`config.mk`:
```
export PLATFORM = sky130hd
export DESIGN_NAME = instruction_fetch
export DESIGN_NICKNAME = d
export VERILOG_FILES = /design/src/rtl/instruction_fetch.sv
export SDC_FILE = /design/constraint.sdc
export NUM_CORES = 1
export LEC_CHECK = 0
export ABC_CLOCK_PERIOD_IN_PS = 4900
export BUFFER_PORTS_ARGS = -buffer_cell sky130_fd_sc_hd__clkbuf_2
export CORE_UTILIZATION = 58
export DETAILED_ROUTE_END_ITERATION = 10
export HOLD_SLACK_MARGIN = 0.08
export PLACE_DENSITY = 0.8
export SLEW_MARGIN = 0
export SYNTH_ARGS = -nofsm -noshare
export SYNTH_HDL_FRONTEND = slang
export SYNTH_SLANG_ARGS = --single-unit
```
`constraint.sdc`:
```
create_clock -name clk -period 4.9 [get_ports clk]
set_input_delay 0.245 -clock clk [delete_from_list [all_inputs] [get_ports clk]]
set_output_delay 0.245 -clock clk [all_outputs]
set_load 0.02 [all_outputs]
```
`src/rtl/instruction_fetch.sv`:
```
// Fetch-side initiator: owns the PC, issues sequential word requests to imem under a
// credit limit, and queues returned words with their PC in a small prefetch FIFO for decode.
module instruction_fetch #(
    parameter logic [31:0] RESET_PC = 32'h0000_0000,
    parameter int unsigned DEPTH    = 4
) (
    input  logic        clk,
    input  logic        rst_n,
    output logic        imem_req_valid,
    input  logic        imem_req_ready,
    output logic [31:0] imem_addr,
    input  logic        imem_rsp_valid,
    input  logic [31:0] imem_rsp_data,
    input  logic        redirect_valid,
    input  logic [31:0] redirect_pc,
    output logic        inst_valid,
    input  logic        inst_ready,
    output logic [31:0] inst_data,
    output logic [31:0] inst_pc
);
    localparam int unsigned AW = $clog2(DEPTH);
    localparam int unsigned CW = $clog2(DEPTH + 1);
    localparam logic [CW:0]   DEPTH_C = (CW + 1)'(DEPTH);
    localparam logic [CW-1:0] ONE_C   = CW'(1);
    localparam logic [AW-1:0] PTR_ONE = AW'(1);

    logic [31:0]   fetch_pc_q, fetch_pc_d;
    logic [31:0]   rsp_pc_q, rsp_pc_d;
    logic [CW-1:0] live_q, live_d;
    logic [CW-1:0] drop_q, drop_d;
    logic [CW-1:0] count_q, count_d;
    logic [AW-1:0] wr_q, wr_d;
    logic [AW-1:0] rd_q, rd_d;

    logic [31:0] pc_mem   [DEPTH];
    logic [31:0] data_mem [DEPTH];

    logic [CW:0] inflight;
    logic        req_fire;
    logic        rsp_drop;
    logic        push;
    logic        pop;
    logic        unused_ok;

    assign unused_ok = ^redirect_pc[1:0];

    // FIFO entries plus every outstanding request share one budget, so a push can never overflow.
    assign inflight       = {1'b0, count_q} + {1'b0, live_q} + {1'b0, drop_q};
    assign imem_req_valid = rst_n && !redirect_valid && (inflight < DEPTH_C);
    assign imem_addr      = fetch_pc_q;
    assign inst_valid     = (count_q != '0) && !redirect_valid;
    assign inst_data      = data_mem[rd_q];
    assign inst_pc        = pc_mem[rd_q];

    assign req_fire = imem_req_valid && imem_req_ready;
    assign rsp_drop = !redirect_valid && imem_rsp_valid && (drop_q != '0);
    assign push     = !redirect_valid && imem_rsp_valid && (drop_q == '0) && (live_q != '0);
    assign pop      = inst_valid && inst_ready;

    always_comb begin
        fetch_pc_d = fetch_pc_q;
        rsp_pc_d   = rsp_pc_q;
        live_d     = live_q;
        drop_d     = drop_q;
        count_d    = count_q;
        wr_d       = wr_q;
        rd_d       = rd_q;
        if (redirect_valid) begin
            fetch_pc_d = {redirect_pc[31:2], 2'b00};
            rsp_pc_d   = {redirect_pc[31:2], 2'b00};
            count_d    = '0;
            wr_d       = rd_q;
            live_d     = '0;
            if (imem_rsp_valid && ((live_q != '0) || (drop_q != '0))) begin
                drop_d = drop_q + live_q - ONE_C;
            end else begin
                drop_d = drop_q + live_q;
            end
        end else begin
            if (req_fire) begin
                fetch_pc_d = fetch_pc_q + 32'd4;
            end
            if (rsp_drop) begin
                drop_d = drop_q - ONE_C;
            end
            if (push) begin
                rsp_pc_d = rsp_pc_q + 32'd4;
                wr_d     = wr_q + PTR_ONE;
            end
            if (pop) begin
                rd_d = rd_q + PTR_ONE;
            end
            live_d  = live_q + CW'(req_fire) - CW'(push);
            count_d = count_q + CW'(push) - CW'(pop);
        end
    end

    always_ff @(posedge clk or negedge rst_n) begin
        if (!rst_n) begin
            fetch_pc_q <= RESET_PC;
            rsp_pc_q   <= RESET_PC;
            live_q     <= '0;
            drop_q     <= '0;
            count_q    <= '0;
            wr_q       <= '0;
            rd_q       <= '0;
        end else begin
            fetch_pc_q <= fetch_pc_d;
            rsp_pc_q   <= rsp_pc_d;
            live_q     <= live_d;
            drop_q     <= drop_d;
            count_q    <= count_d;
            wr_q       <= wr_d;
            rd_q       <= rd_d;
        end
    end

    // Storage needs no reset: count gates everything read from it.
    always_ff @(posedge clk) begin
        if (push) begin
            pc_mem[wr_q]   <= rsp_pc_q;
            data_mem[wr_q] <= imem_rsp_data;
        end
    end

endmodule

```
After elaboration in Yosys (flattened, before gate mapping)
Memory sizes are Yosys's and may differ from the RTL's.
Cells that the tools add are included.
{"block": "word_totals", "reg_bits": 77, "wordCells": 57, "ramBits": 256, "memories": 2, "output_inout_bits": 98, "in_bits": 70}
{"name": "data_mem", "words": 4, "width": 32, "read_ports": 1, "rd_ports_with_merged_regs": 0, "write_ports": 1, "line": "36", "source": "logic [31:0] data_mem [DEPTH];"}
{"name": "pc_mem", "words": 4, "width": 32, "read_ports": 1, "rd_ports_with_merged_regs": 0, "write_ports": 1, "line": "35", "source": "logic [31:0] pc_mem [DEPTH];"}
{"block": "classes", "n_lt_le_gt_ge": 1, "n_reduce_logical": 20, "n_mux": 13, "n_bitwise": 1, "add_sub_neg": 13}
{"op": "32-bit 2-to-1 mux", "n": 4}
{"op": "32-bit by 3-bit adder with 32-bit output, second input constant", "n": 2}
{"op": "3-bit 2-to-1 mux", "n": 5}
{"op": "1-bit logical AND", "n": 10}
{"op": "3-bit nonzero test", "n": 3}
{"op": "3-bit by 1-bit adder with 3-bit output", "n": 2}
{"op": "2-bit nonzero test", "n": 3}
{"op": "3-bit by 1-bit subtractor with 3-bit output", "n": 2}
{"op": "3-bit by 1-bit subtractor with 3-bit output, second input constant", "n": 2}
{"op": "2-bit by 1-bit adder with 2-bit output, second input constant", "n": 2}
{"op": "3-bit by 3-bit adder with 4-bit output", "n": 1}
{"op": "4-bit by 3-bit adder with 4-bit output", "n": 1}
{"op": "4-bit by 3-bit less-than comparator with 1-bit output, second input constant", "n": 1}
{"op": "2-bit 2-to-1 mux", "n": 2}
{"op": "3-bit adder", "n": 1}
{"op": "3-bit zero test", "n": 1}
{"op": "1-bit 2-to-1 mux", "n": 2}
{"op": "2-bit AND reduction", "n": 1}
{"op": "1-bit zero test", "n": 1}
{"op": "1-bit logical OR", "n": 1}
{"op": "1-bit inverter", "n": 1}

Longest topological paths before layout
Gate-level depths: netlist of run 1.
{"block": "logic_depth", "depth_word": 8, "mapped_depth": 15, "depth_no_buf": 14}

Worst setup path before layout of run 1
OpenSTA, ideal clock, no wires.
{"block": "synth_timing", "path_kind": "register to register", "start": "reg live_q[1]", "end": "reg live_q[2]", "setup_ns": 0.132, "arrival_time_ns": 3.505, "period_less_slack_ns": 3.637, "n_path_buf": 1, "t_required_ns": 4.768, "path_stages_with_launch": 16, "setup_slack_ns": 1.263, "cell_sequence": "dfrtp_1 > inv_1 > fa_1 > or2_2 > fa_1 > nand4b_1 > nor2_2 > inv_2 > clkbuf_1 > ha_1 > inv_1 > ha_1 > inv_1 > fa_1 > xnor2_1 > nor2_1"}
{"block": "synth_between", "elab_chain_cells": 8, "word_cells_on_any_way": 10, "cone_classes": "add/sub (4); order compare (1); mux (1); reduce/logical (4)"}
{"item": "start, declared", "line": "29", "source": "logic [CW-1:0] live_q, live_d;"}
{"item": "start signal, assigned", "line": "110", "source": "live_q <= live_d;"}
{"item": "3-bit by 3-bit adder with 4-bit output", "line": "48", "source": "assign inflight = {1'b0, count_q} + {1'b0, live_q} + {1'b0, drop_q};"}
{"item": "4-bit by 3-bit adder with 4-bit output", "line": "48"}
{"item": "4-bit by 3-bit less-than comparator with 1-bit output", "line": "49", "source": "assign imem_req_valid = rst_n && !redirect_valid && (inflight < DEPTH_C);"}
{"item": "1-bit logical AND", "line": "49"}
{"item": "1-bit logical AND", "line": "55", "source": "assign req_fire = imem_req_valid && imem_req_ready;"}
{"item": "3-bit by 1-bit adder with 3-bit output", "line": "93", "source": "live_d = live_q + CW'(req_fire) - CW'(push);"}
{"item": "3-bit by 1-bit subtractor with 3-bit output (*)", "line": "93"}
{"item": "3-bit 2-to-1 mux (*)", "line": "68", "source": "if (redirect_valid) begin"}
{"item": "via live_d[2]", "line": "29"}
Mark *: on every way through the listed nets, which the timed path passes. The rest lies on a longest branch.
A chain may end at the register's enable or synchronous reset.

Worst setup path after layout of run 1
Same ends and word-level chain as after synthesis.

==> flow_summary.yaml, run 1 <==
logic_synthesis:
  synthesis.area_um2: 13340
  synth.top_cell.area_share_pct: 55.85
  syn_inst: 793
  ys.flop_type: "edfxtp_1"
  synth_top_area_cell: "edfxtp_1"
  synth_seq_cells: 321
  synth_cell_type_count: 55
  synthArstFlopShare_pct: 22.74
  ys_warn_count: 0
  synth_common_cells: "edfxtp_1 (248), dfrtp_1 (73), mux4_2 (62), nand2_1 (61), o21ai_0 (41)"
  syn_area_per_cell_um2: 16.82
  seq_area_frac_synth_pct: 69.54
  synth_area_leaders: "edfxtp_1 (56%), dfrtp_1 (14%), mux4_2 (10%)"
  yosysMostFrequentCell: "edfxtp_1"
  synth-edff-count: 248
sta:
  timing.final.crit_share_pct: 82.08
  finalCriticalPeriod_ns: 4.022
  rsz0062_at_grt: "no"
  slew_viol_final: 0
  hold_viol: 0
  setup_viol: 0
  fmax_ghz: 0.2486
  slew-limit-headroom_pct: 24.27
  setup-tns-final_ns: 0
  worstMarginPinSlew_ns: 1.127
  worst_clock_skew_ns: 0.01839
cts:
  htree_num_levels: 1
  cts_sinks: 321
  cts_made_buffers: 31
  path_clk_slew_ns: 0.06
  cts_root_buffer: "clkbuf_16"
  clk_latency_ns: 0.56
  cts_tree: "built"
  postCtsSetupRepairBufs: 0
  post_cts_resize_count: 0
  cts_max_path_buffers: 3
final_layout:
  area_growth_pct: 21.81
  instances_no_fill: 1340
  diodes: 0
  nNetsFinal: 1121
  layout-drive-gt1-share_pct: 30.24
global_route:
  grt_usage_pct: 23.04
  grt_pass1_vias: 7894
  grt-ovfl-total: 0
  grt_pass1_wl_um: 42230
  grt_max_degree: 63
  antenna_found_initial: 0
placed_design:
  dp.cells: 1218
  gp_congestion: 0.8750
  port_buffers: 161
  place_hpwl_um: 15960
route:
  drt_pass1_iterations: 5
  viasPerCell: 5.822
  wl_um: 26370
  wire_per_inst_um: 19.68
  num_vias: 7801
  ant_nets: 0
  drtIter0Drc: 587
  drc: 0
floorplanning:
  start_util_pct: 59.08
  io_pins: 168
  coreArea_um2: 22570
  die_y_um: 153.6
  row_count: 55
  fp.dieW_um: 153.6
  die-area_um2: 23600
setup_path:
  cp_num_buf_inv: 5
  required_ns: 5.32
  rrSetupSlack_ns: 0.88
  timing.rr.start: "live_q[1]"
  critical-path-top-delay-family: "adder cells"
  worstPathCellList: "inv_1 -> fa_1 -> or2_2 -> fa_1 -> xnor2_1 -> nor2_2 -> buf_4 -> inv_2 -> ha_1 -> inv_1 -> ha_1 -> inv_1 -> fa_1 -> xnor2_1 -> nor2_1"
  r2r_end: "live_q[2]"
  setup.worst_path.class: "flop to flop"
  end_kind: "flop"
  worstPathArrival_ns: 4.44
  rr_worst_depth: 15
  cp_slowest_stage_delay_ns: 0.50
  crit_fanout: 26
  cp-start-kind: "flop"
  slowest_stage: "dfrtp_1"
min_path:
  hp-start: "imem_rsp_valid"
  hold_path_depth: 5
  hold_end: "drop_q[2]"
  worstHoldPathType: "input port to flop"
run_status:
  outcome: "finished clean"
pwr:
  powerDensity_nw_per_um2: 482.5
  ir_drop_mv: 0.2629
  leakage_uw: 0.005981
flow_run:
  cap_violations: 0
## worst reg2reg max path: cells and delay by family, from the launching register on
family / cells / cell delay, ns
buffers and inverters: 5 / 0.80
adder cells (fa/ha/maj): 5 / 1.69
AND/OR/NAND/NOR: 3 / 0.43
flip-flops: 1 / 0.50
XOR/XNOR: 2 / 0.48
## flip-flops by register name, summed over array words and instances, names as in the netlist
| register | flops |
|---|---|
| live_q | 3 |
| drop_q | 3 |
| rsp_pc_q | 30 |
| count_q | 3 |
| imem_addr | 30 |
| rd_q | 2 |
| wr_q | 2 |
| pc_mem | 120 |
| data_mem | 128 |
## cell usage in the layout, fill, tap and decap left out, types with 6 or more instances in the layout
cell type / n
dfrtp_1: 71
clkbuf_2: 160
o211ai_1: 11
xnor2_1: 28
bufinv_16: 8
o21ai_0: 41
o311ai_0: 8
clkbuf_16: 31
mux2_2: 12
nand3_1: 25
nand2_1: 61
and3_1: 9
nor3_1: 8
inv_1: 20
dlygate4sd3_1: 64
buf_4: 10
mux4_2: 62
xor2_1: 19
clkinv_2: 7
edfxtp_1: 248
fa_1: 6
ha_1: 15
nand4_1: 25
a31oi_1: 6
nor2_1: 22
## what timing repair did
| item | 4_1_cts | 5_1_grt |
|---|---|---|
| endpoints found under the setup margin | 0 | 0 |
| hold endpoints to repair | 226 | 0 |
| hold buffers | 64 | 0 |
## layer usage
metal  GRT usage, %  routed length (um)  up-vias
li1               -                   -     3560
met1          32.52               11200     3870
met2          38.18               12990      336
met3          3.805                1777       35
met4          5.190                 396        0
met5              0                   0        -
## area by class of cell
class / instances / area [um2]
flip-flops and latches: 321 / 9279
fillers: 1424 / 6327
multi-input cells: 418 / 3835
repair buffers: 236 / 1541
clock buffers: 35 / 810.8
well taps: 285 / 356.6
clock inverters: 23 / 339.1
inverters: 22 / 82.58
## power by group
part	total, uW	leakage [uW]	switching, uW	internal [uW]
Clock	2620	0.000562	1000	1620
Combinational	1850	0.00230	979	869
Sequential	3370	0.00312	320	3050
## worst max-delay path by stage
stage / startpoint / to / slack [ns] / depth (start not counted)
final: live_q[1] / live_q[2] / 0.88 / 15
after detailed placement: live_q[1] / live_q[2] / 0.91 / 15
after CTS: live_q[1] / live_q[2] / 0.90 / 15
after global placement: live_q[1] / live_q[2] / 0.97 / 15
after global routing: live_q[1] / live_q[2] / 0.65 / 15
after floorplan: live_q[1] / live_q[2] / 1.26 / 15
## cell families (layout without fill, tap and decap cells)
kind of cell | Yosys count | in the layout | synth area share [%]
mux | 77 | 77 | 11.71
buf+inv | 57 | 316 | 1.820
other cells | 1 | 4 | 0.02812
simple gates | 188 | 188 | 7.741
xor+xnor | 47 | 47 | 3.087
compound gates | 81 | 81 | 3.762
flops | 321 | 321 | 69.54
fa+ha+maj | 21 | 21 | 2.308
## through the flow
stage	util (%)	setup slack (ns)	total power, uW	area (um2)	hold slack, ns
after CTS	71.97	0.9027	7910	16240	0.1349
after detailed placement	64.04	0.9089	5253	14450	0.3391
after global routing	71.97	0.6475	8176	16240	0.1989
after floorplan	-	1.263	4691	13350	-0.05059
final	71.97	0.8781	7838	16240	0.1568
after global placement	64.04	0.9710	5216	14450	0.3351
Power figures use the tool's default switching activity.
==> run 2, diff against run 1 <==
ABC_CLOCK_PERIOD_IN_PS = 3600   (was 4900)
CORE_UTILIZATION = 52   (was 58)
PLACE_DENSITY = 0.76   (was 0.8)
clock period = 3.6 ns   (was 4.9 ns; I/O delays follow)
==> run 2 against run 1 <==
Design area is 1.0% higher. Largest cell class unchanged. Largest power group unchanged. Cell count rose by 4.3%. Core utilization decreased by 6.8 points.
==> flow_summary.yaml, run 2 (synthesis results as in run 1) <==
placed_design:
  place_hpwl_um: 16860
  gp_congestion: 0.9082
  place_area_um2: 14620
  dp.cells: 1271
  port_buffers: 161
flow_run:
  cap_violations: 0
final_layout:
  top_register: "data_mem"
  largest_reg_flops: 128
  final_util_pct: 65.16
  design_area_um2: 16410
  final_common_cell: "edfxtp_1"
  nNetsFinal: 1132
  fill_cells: 1767
  area_growth_pct: 23.04
  largest_registers: "data_mem: 128 flops, pc_mem: 120 flops"
  layout-drive-gt1-share_pct: 30.55
  instances_no_fill: 1397
  diodes: 0
  final_cell_mix: "edfxtp_1 (248), clkbuf_2 (160), dfrtp_1 (70)"
setup_path:
  cp-start-kind: "flop"
  required_ns: 3.98
  crit_fanout: 4
  rrSetupSlack_ns: 0.18
  worstPathArrival_ns: 3.80
  setup.worst_path.class: "flop to flop"
  end_kind: "flop"
sta:
  slew-limit-headroom_pct: 37.82
  worstMarginPinSlew_ns: 0.9326
  setup_viol: 0
  rsz0062_at_grt: "no"
  timing.final.crit_share_pct: 94.91
  finalCriticalPeriod_ns: 3.417
  hold_viol: 0
  slew_viol_final: 0
  setup-tns-final_ns: 0
  worst_clock_skew_ns: 0.009664
  fmax_ghz: 0.2927
global_route:
  antenna_found_initial: 0
  grt_pass1_vias: 7880
  grt-ovfl-total: 0
  grt_max_degree: 74
  global_route.usage.met3_pct: 4.009
  use_met1_pct: 29.15
  busiest_layer: "met2"
  grt_usage_pct: 21.12
  grt_pass1_wl_um: 42470
  groute.layer.met2.usage_pct: 34.96
floorplanning:
  start_util_pct: 52.96
  io_pins: 168
  die_y_um: 162.1
  fp.dieW_um: 162.1
  die-area_um2: 26290
  coreArea_um2: 25180
  row_count: 58
cts:
  htree_num_levels: 2
  cts_max_path_buffers: 3
  cts_made_buffers: 34
  cts_tree: "built"
  cts_sinks: 321
  cts_root_buffer: "clkbuf_16"
  path_clk_slew_ns: 0.06
  clk_latency_ns: 0.50
pwr:
  p_total_uw: 10680
  powerDensity_nw_per_um2: 650.9
  leakage_uw: 0.006021
  ir_drop_mv: 0.3482
route:
  viasPerCell: 5.644
  drc: 0
  drtIter0Drc: 656
  wl_um: 26900
  ant_nets: 0
  wire_per_inst_um: 19.25
  num_vias: 7885
  drt_pass1_iterations: 5
min_path:
  worstHoldPathType: "input port to flop"
run_status:
  outcome: "finished clean"
-- run 2: cell type report --
| type | instances | area (um2) | area share, % |
|---|---|---|---|
| Sequential cell | 321 | 9280 | 56.56 |
| Multi-Input combinational cell | 418 | 3847 | 23.45 |
| Timing Repair Buffer | 244 | 1639 | 9.989 |
| Clock buffer | 46 | 959.7 | 5.849 |
| Tap cell | 330 | 412.9 | 2.516 |
| Clock inverter | 16 | 186.4 | 1.136 |
| Inverter | 22 | 82.58 | 0.5033 |
-- run 2: worst max-delay path, cell delays in order, from the launching register on --
cell and delay, ns:
dfrtp_1 0.37, inv_1 0.15, fa_1 0.44, or2_2 0.31, fa_1 0.52, nand4b_1 0.18, nor2_4 0.14, inv_2 0.05
ha_1 0.26, inv_1 0.05, ha_1 0.13, inv_1 0.05, fa_1 0.38, xnor2_1 0.21, nor2_1 0.06
-- run 2: path summary, 6_finish.rpt --
| check | endpoint | from | cells past startpoint |
|---|---|---|---|
| worst max-delay path | live_q[2] | drop_q[1] | 14 |
| worst min-delay path | drop_q[2] | imem_rsp_valid | 5 |
| worst max register to register | live_q[2] | drop_q[1] | 14 |
| worst min register to register | pc_mem[1][30] | rsp_pc_q[30] | 0 |
| max in group asynchronous | rd_q[0] | rst_n | 3 |
| min in group asynchronous | imem_addr[4] | rst_n | 3 |
-- run 2: routing by layer --
metal	vias to the layer above	part of all wire, %
li1	3587	-
met1	3942	43
met2	321	49
met3	35	6.8
met4	0	1.4
met5	-	0
-- run 2: repair_timing --
item                                   CTS  global route
setup buffers                            0             0
hold buffers                            64             0
endpoints found under the hold margin  262             0
gates resized for setup                  0             0
-- run 2: per-stage QoR --
step	hold slack, ns	setup WS, ns
2_1_floorplan	-0.1156	0.05269
3_3_place_gp	0.3977	0.2858
3_5_place_dp	0.4050	0.1936
4_1_cts	0.1267	0.1730
5_1_grt	0.1590	0.01932
6_report	0.1403	0.1834
-- run 2: where the power goes --
group	switching, uW	internal [uW]
clock network	1350	2160
logic	1410	1220
registers	378	4160
total	3140	7540
